===== config.mk =====
export PLATFORM = sky130hd
export DESIGN_NAME = hiscore_upload
export DESIGN_NICKNAME = d
export VERILOG_FILES = /design/src/rtl/hiscore_upload.sv
export SDC_FILE = /design/constraint.sdc
export NUM_CORES = 1
export LEC_CHECK = 0
export ABC_AREA = 1
export CORE_AREA = 2 2 74 76
export DETAILED_ROUTE_END_ITERATION = 7
export DIE_AREA = 0 0 76 78
export PLACE_DENSITY = 0.75
export SETUP_SLACK_MARGIN = 0.5
export SYNTH_ARGS = -nofsm -noshare
export SYNTH_HDL_FRONTEND = slang
export SYNTH_SLANG_ARGS = --single-unit

===== constraint.sdc =====
create_clock -name clk_sys -period 2.1 [get_ports clk_sys]
set_input_delay 0.315 -clock clk_sys [delete_from_list [all_inputs] [get_ports clk_sys]]
set_output_delay 0.315 -clock clk_sys [all_outputs]
set_load 0.01 [all_outputs]

===== src/rtl/hiscore_upload.sv =====
// hiscore_upload: serves hps_io upload reads from a second game-RAM port while the core CPU is paused.
// Define HISCORE_UPLOAD_CHECKSUM_EN to expose a 16-bit running byte sum at addresses SIZE and SIZE+1.
module hiscore_upload #(
  parameter int ADDR_W  = 10,
  parameter int SIZE    = 1024,
  parameter int RAM_LAT = 1,
  parameter int SETTLE  = 16
) (
  input  logic              clk_sys,
  input  logic              Reset_I,
  input  logic              ioctl_upload,
  input  logic              ioctl_rd,
  input  logic [24:0]       ioctl_addr,
  output logic [7:0]        ioctl_din,
  output logic              ioctl_wait,
  output logic              pause_req,
  input  logic              pause_ack,
  output logic [ADDR_W-1:0] ram_addr,
  output logic              ram_rd,
  input  logic [7:0]        ram_q,
  output logic              busy,
  output logic              done
);

  typedef enum logic [2:0] {
    S_IDLE    = 3'd0,
    S_PAUSE   = 3'd1,
    S_SETTLE  = 3'd2,
    S_READY   = 3'd3,
    S_FETCH   = 3'd4,
    S_PRESENT = 3'd5
  } state_t;

  localparam logic [24:0] SIZE_A    = 25'(SIZE);
  localparam logic [15:0] SETTLE_LD = 16'(SETTLE - 1);
  localparam logic [1:0]  LAT_LD    = 2'(RAM_LAT - 1);

  state_t              state_r;
  state_t              state_nx_s;
  logic [15:0]         settle_r;
  logic [15:0]         settle_nx_s;
  logic [1:0]          lat_r;
  logic [1:0]          lat_nx_s;
  logic [7:0]          din_r;
  logic [7:0]          din_nx_s;
  logic [ADDR_W-1:0]   addr_r;
  logic [ADDR_W-1:0]   addr_nx_s;
  logic                wait_r;
  logic                busy_r;
  logic                pause_r;
  logic                done_r;
  logic                done_nx_s;
  logic                upload_prev_r;
  logic                upload_rise_s;
  logic                rd_ok_s;
  logic                in_range_s;
  logic                issue_s;

`ifdef HISCORE_UPLOAD_CHECKSUM_EN
  logic [15:0]         sum_r;
  logic [15:0]         sum_nx_s;

  function automatic logic [7:0] oob_byte(input logic [24:0] addr, input logic [15:0] sum);
    logic [7:0] res;
    if (addr == SIZE_A) begin
      res = sum[7:0];
    end else if (addr == (SIZE_A + 25'd1)) begin
      res = sum[15:8];
    end else begin
      res = 8'hFF;
    end
    return res;
  endfunction
`endif

  assign upload_rise_s = ioctl_upload & ~upload_prev_r;
  assign rd_ok_s       = Reset_I & ioctl_upload & ioctl_rd &
                         ((state_r == S_READY) | (state_r == S_PRESENT));
  assign in_range_s    = (ioctl_addr < SIZE_A);
  assign issue_s       = rd_ok_s & in_range_s;

  // The read request reaches the RAM in the strobe cycle so data returns RAM_LAT+1 cycles after ioctl_rd.
  assign ram_rd     = issue_s;
  assign ram_addr   = issue_s ? ioctl_addr[ADDR_W-1:0] : addr_r;
  assign ioctl_wait = wait_r | issue_s;
  assign ioctl_din  = din_r;
  assign pause_req  = pause_r;
  assign busy       = busy_r;
  assign done       = done_r;

  // Next-state and datapath decisions for the upload session FSM.
  always_comb begin
    state_nx_s  = state_r;
    settle_nx_s = settle_r;
    lat_nx_s    = lat_r;
    din_nx_s    = din_r;
    addr_nx_s   = addr_r;
    done_nx_s   = 1'b0;
`ifdef HISCORE_UPLOAD_CHECKSUM_EN
    sum_nx_s    = sum_r;
`endif
    case (state_r)
      S_IDLE: begin
        if (upload_rise_s) begin
          state_nx_s = S_PAUSE;
`ifdef HISCORE_UPLOAD_CHECKSUM_EN
          sum_nx_s   = 16'h0000;
`endif
        end else begin
          state_nx_s = S_IDLE;
        end
      end
      S_PAUSE: begin
        if (!ioctl_upload) begin
          state_nx_s = S_IDLE;
        end else if (pause_ack) begin
          settle_nx_s = SETTLE_LD;
          state_nx_s  = S_SETTLE;
        end else begin
          state_nx_s = S_PAUSE;
        end
      end
      S_SETTLE: begin
        if (!ioctl_upload) begin
          state_nx_s = S_IDLE;
        end else if (settle_r == 16'd0) begin
          state_nx_s = S_READY;
        end else begin
          settle_nx_s = settle_r - 16'd1;
        end
      end
      S_READY, S_PRESENT: begin
        if (!ioctl_upload) begin
          state_nx_s = S_IDLE;
          done_nx_s  = (state_r == S_READY);
        end else if (issue_s) begin
          state_nx_s = S_FETCH;
          lat_nx_s   = LAT_LD;
          addr_nx_s  = ioctl_addr[ADDR_W-1:0];
        end else if (ioctl_rd) begin
          state_nx_s = S_READY;
`ifdef HISCORE_UPLOAD_CHECKSUM_EN
          din_nx_s   = oob_byte(ioctl_addr, sum_r);
`else
          din_nx_s   = 8'hFF;
`endif
        end else begin
          state_nx_s = S_READY;
        end
      end
      S_FETCH: begin
        if (!ioctl_upload) begin
          state_nx_s = S_IDLE;
        end else if (lat_r == 2'd0) begin
          din_nx_s   = ram_q;
          state_nx_s = S_PRESENT;
`ifdef HISCORE_UPLOAD_CHECKSUM_EN
          sum_nx_s   = sum_r + {8'h00, ram_q};
`endif
        end else begin
          lat_nx_s = lat_r - 2'd1;
        end
      end
      default: begin
        state_nx_s = S_IDLE;
      end
    endcase
  end

  // State and registered outputs; the CPU is held exactly while the FSM is out of IDLE.
  always_ff @(posedge clk_sys) begin
    upload_prev_r <= ioctl_upload;
    if (!Reset_I) begin
      state_r  <= S_IDLE;
      settle_r <= 16'd0;
      lat_r    <= 2'd0;
      din_r    <= 8'h00;
      addr_r   <= '0;
      wait_r   <= 1'b0;
      busy_r   <= 1'b0;
      pause_r  <= 1'b0;
      done_r   <= 1'b0;
`ifdef HISCORE_UPLOAD_CHECKSUM_EN
      sum_r    <= 16'h0000;
`endif
    end else begin
      state_r  <= state_nx_s;
      settle_r <= settle_nx_s;
      lat_r    <= lat_nx_s;
      din_r    <= din_nx_s;
      addr_r   <= addr_nx_s;
      wait_r   <= (state_nx_s == S_PAUSE) | (state_nx_s == S_SETTLE) | (state_nx_s == S_FETCH);
      busy_r   <= (state_nx_s != S_IDLE);
      pause_r  <= (state_nx_s != S_IDLE);
      done_r   <= done_nx_s;
`ifdef HISCORE_UPLOAD_CHECKSUM_EN
      sum_r    <= sum_nx_s;
`endif
    end
  end

endmodule


==> qor.csv <==
metric;value;unit
synthAdderAreaFrac;1.03;%
total_leakage_power;1.86;nW
finalWorstSetupSlack;24.9;ps
crit_family;buffers and inverters;
startpoint_type;register;
clk_pin_slew;80;ps
worstPathMaxFanout;5;
synth_top_cell_by_area;dfxtp_1;
grt-ovfl-total;0;
seq_power_share;46.3;%
grt_pass1_wl;11500;µm
rr_worst_depth;13;
yosys.area_share.simple;39.3;%
max-slew-margin-rel;75.9;%
ys_warn_count;0;
die_width;76;µm
cap_violations;0;
finalHoldViolCount;0;
syn_avg_cell_area;6.36;µm²
synth-xor-area-share;3.98;%
firstDrtPassIters;4;
required;1780;ps
synth-seq-cells;43;
synth_edf_count;0;
hold_slack;483;ps
timing.final.crit_share;98.8;%
grtUsageTotal;23.6;%
total_power;1.81;mW
drc;0;
ys_seq_area_share;35.5;%
max_freq;482;MHz
peakVddDrop;0.264;mV
gp_congestion;0.920;
postLayoutCoreUtil;78.2;%
cpMaxStageDelayCell;dfxtp_2;
period_minus_slack;2080;ps
ant_nets;0;
power_frac_clock;35.0;%
finalNetCount;536;
synth-main-ff-cell;dfxtp_1;
vias;2851;
htree_levels;2;
diodes;0;
start_util;48.1;%
die_y;78;µm
clockRootBuffer;clkbuf_8;
cp.arrival;1760;ps
path_cells;inv_2, nand2_4, o21ai_4, nand2_4, nor2_4, buf_6, buf_16, nand2_4, o21a_1, inv_1, buf_2;
worst_pin_slew;360;ps
cts.sink_count;43;
syn2layout_area_growth;62.6;%
max_stage_delay;340;ps
clock_path_buffers;2;
postSynthCellCount;381;
cts_inserted_buffers;5;
maxSlewViolCount;0;
wl;8080;µm
area.sequential;868;µm²
grt_setup_unrepaired;true;
synth_area_leaders;dfxtp_1 (36%), nand2_1 (15%), nor2_1 (14%), inv_1 (6.0%), a21oi_1 (3.5%);
path_class;register to output pin;
grt_antenna_before_repair;0;
p_switching;0.469;mW
r2r_start;state_r[0]$_SDFF_PN0_;
post_drt_wl_per_cell;14.3;µm
clk_latency;300;ps
worst_setup_path_end_kind;output pin;
io_buffers;60;
hold_path.class;register to register;
io_pins;61;
synth_top_area_share;35.5;%
finalSetupViolations;0;
design_area;3940;µm²
grt_start_max_net_pins;27;
nFillCells;331;
multi_input_area;1600;µm²
vias_per_cell;5.04;
status;completed;
p_per_area;458;nW/µm²
synthMuxAreaShare;0;%
worst_clock_skew;10.9;ps
r2r_end;ioctl_din[4]$_SDFFE_PN0P_;
ys_async_sr_fraction;0;%
synthesis.nets;421;
worst-r2r-setup-slack;150;ps
worst-path-stages;11;
synth_cell_types;34;
drive_gt1_share;31.5;%
core-area;5040;µm²
intPower;1.34;mW
first_iter_violations;200;
synth-compound-area-share;9.81;%
placed_cell_area;3250;µm²
syn_area;2420;µm²
switching_share;26.0;%
crit_buf_inv;5;
hpwl;4350;µm
die_area;5930;µm²
cts_tree;yes;
synth_top_family_by_area;simple AND/OR/NAND/NOR gates;
rows;26;
combPwrFrac;18.7;%
grt_pass1_vias;2646;
postCtsHoldBufs;0;
critPathCapture;ram_addr[1];
critical_path.startpoint;state_r[1]$_SDFF_PN0_;
post-place-ws;-448;ps
path_common_cell;nand2_4;
==> power groups by stage <==
| stage | sequential (mW) | clock, mW | combinational, mW |
|---|---|---|---|
| after floorplan | 0.853 | 0 | 0.152 |
| after global placement | 0.853 | 0 | 0.270 |
| after detailed placement | 0.853 | 0 | 0.275 |
| after CTS | 0.834 | 0.628 | 0.304 |
| after global routing | 0.837 | 0.664 | 0.365 |
| final | 0.835 | 0.632 | 0.338 |
==> worst register-to-register path, cell delays in order (launching register included) <==
cell and delay, ps:
dfxtp_4 370, buf_6 110, buf_6 100, buf_6 110
buf_6 110, nor2_4 130, nand2_4 90, inv_4 90
nor2_4 40, nor3_2 180, buf_4 150, and2_4 210
nor2_1 70, nor2_1 110
==> flip-flops by register name, summed over array words and instances, names as in the netlist <==
name	count
addr_r	10
done	1
ioctl_din	8
lat_r	2
pause_req	1
settle_r	16
state_r	3
upload_prev_r	1
wait_r	1
==> placed cells by master (no fill, tap or decap), types with 9 or more instances in the layout <==
cell	instances
nand2_2	20
inv_1	37
nand2_1	75
a21oi_1	10
clkdlybuf4s50_1	30
buf_4	41
buf_6	17
o21a_1	10
buf_2	9
dfxtp_1	39
nor2_1	86
dlygate4sd2_1	18
==> layer usage <==
metal  global-route usage, %  vias up  part of all wire [%]
met3                    4.53       27                   5.7
met1                    26.4     1317                    39
li1                        -     1401                     -
met4                    9.09        0                   3.2
met2                    44.2      106                    52
met5                       0        -                     0
==> layout make-up <==
cell class	instances	area share (%)
clock buffers	6	1.84
clock inverters	1	0.762
inverters	43	4.22
multi-input cells	283	40.6
flip-flops and latches	43	22.0
well taps	70	2.22
repair buffers	120	28.3
==> synthesized netlist by cell type (4+ instances only) <==
library cell  number
o21ai_0           10
inv_1             39
nand2_1           98
nand2_2            4
nor2_1            92
nor2_2             4
nand3_1           11
xor2_1             7
clkbuf_1           4
dfxtp_1           43
xnor2_1            4
nor3_1             6
a21oi_1           17
o21a_1            10
==> through the flow <==
stage	std cells	setup TNS [ps]
after global placement	526	-4490
final	566	0
after detailed placement	526	-5350
after CTS	553	0
after floorplan	381	0
after global routing	566	-74.0
==> worst min-delay path by stage <==
| stage | from | to | slack, ps | depth (start not counted) |
|---|---|---|---|---|
| 6_report | ioctl_din[7]$_SDFFE_PN0P_ | ioctl_din[7]$_SDFFE_PN0P_ | 480 | 2 |
| 5_1_grt | ioctl_din[0]$_SDFFE_PN0P_ | ioctl_din[0]$_SDFFE_PN0P_ | 510 | 2 |
| 4_1_cts | lat_r[1]$_SDFFE_PN0P_ | lat_r[1]$_SDFFE_PN0P_ | 470 | 2 |
| 3_5_place_dp | lat_r[1]$_SDFFE_PN0P_ | lat_r[1]$_SDFFE_PN0P_ | 460 | 2 |
| 3_3_place_gp | lat_r[1]$_SDFFE_PN0P_ | lat_r[1]$_SDFFE_PN0P_ | 450 | 2 |
| 2_1_floorplan | ioctl_upload | upload_prev_r$_DFF_P_ | 340 | 0 |
==> cell families after synthesis <==
group,after synthesis
adder cells (fa/ha/maj),2
AO/OA/AOI/OAI,41
flip-flops,43
buffers and inverters,56
AND/OR/NAND/NOR,228
XOR/XNOR,11
==> repair_timing <==
| action | in CTS | in global routing |
|---|---|---|
| setup endpoints to repair | 39 | 40 |
| hold endpoints to repair | 0 | 0 |
| buffers inserted | 17 | 12 |
| gates resized for setup | 131 | 43 |
| pin swaps | 35 | 25 |
| cloned | 3 | 1 |
Note: power is estimated with default switching activity, not from simulation.
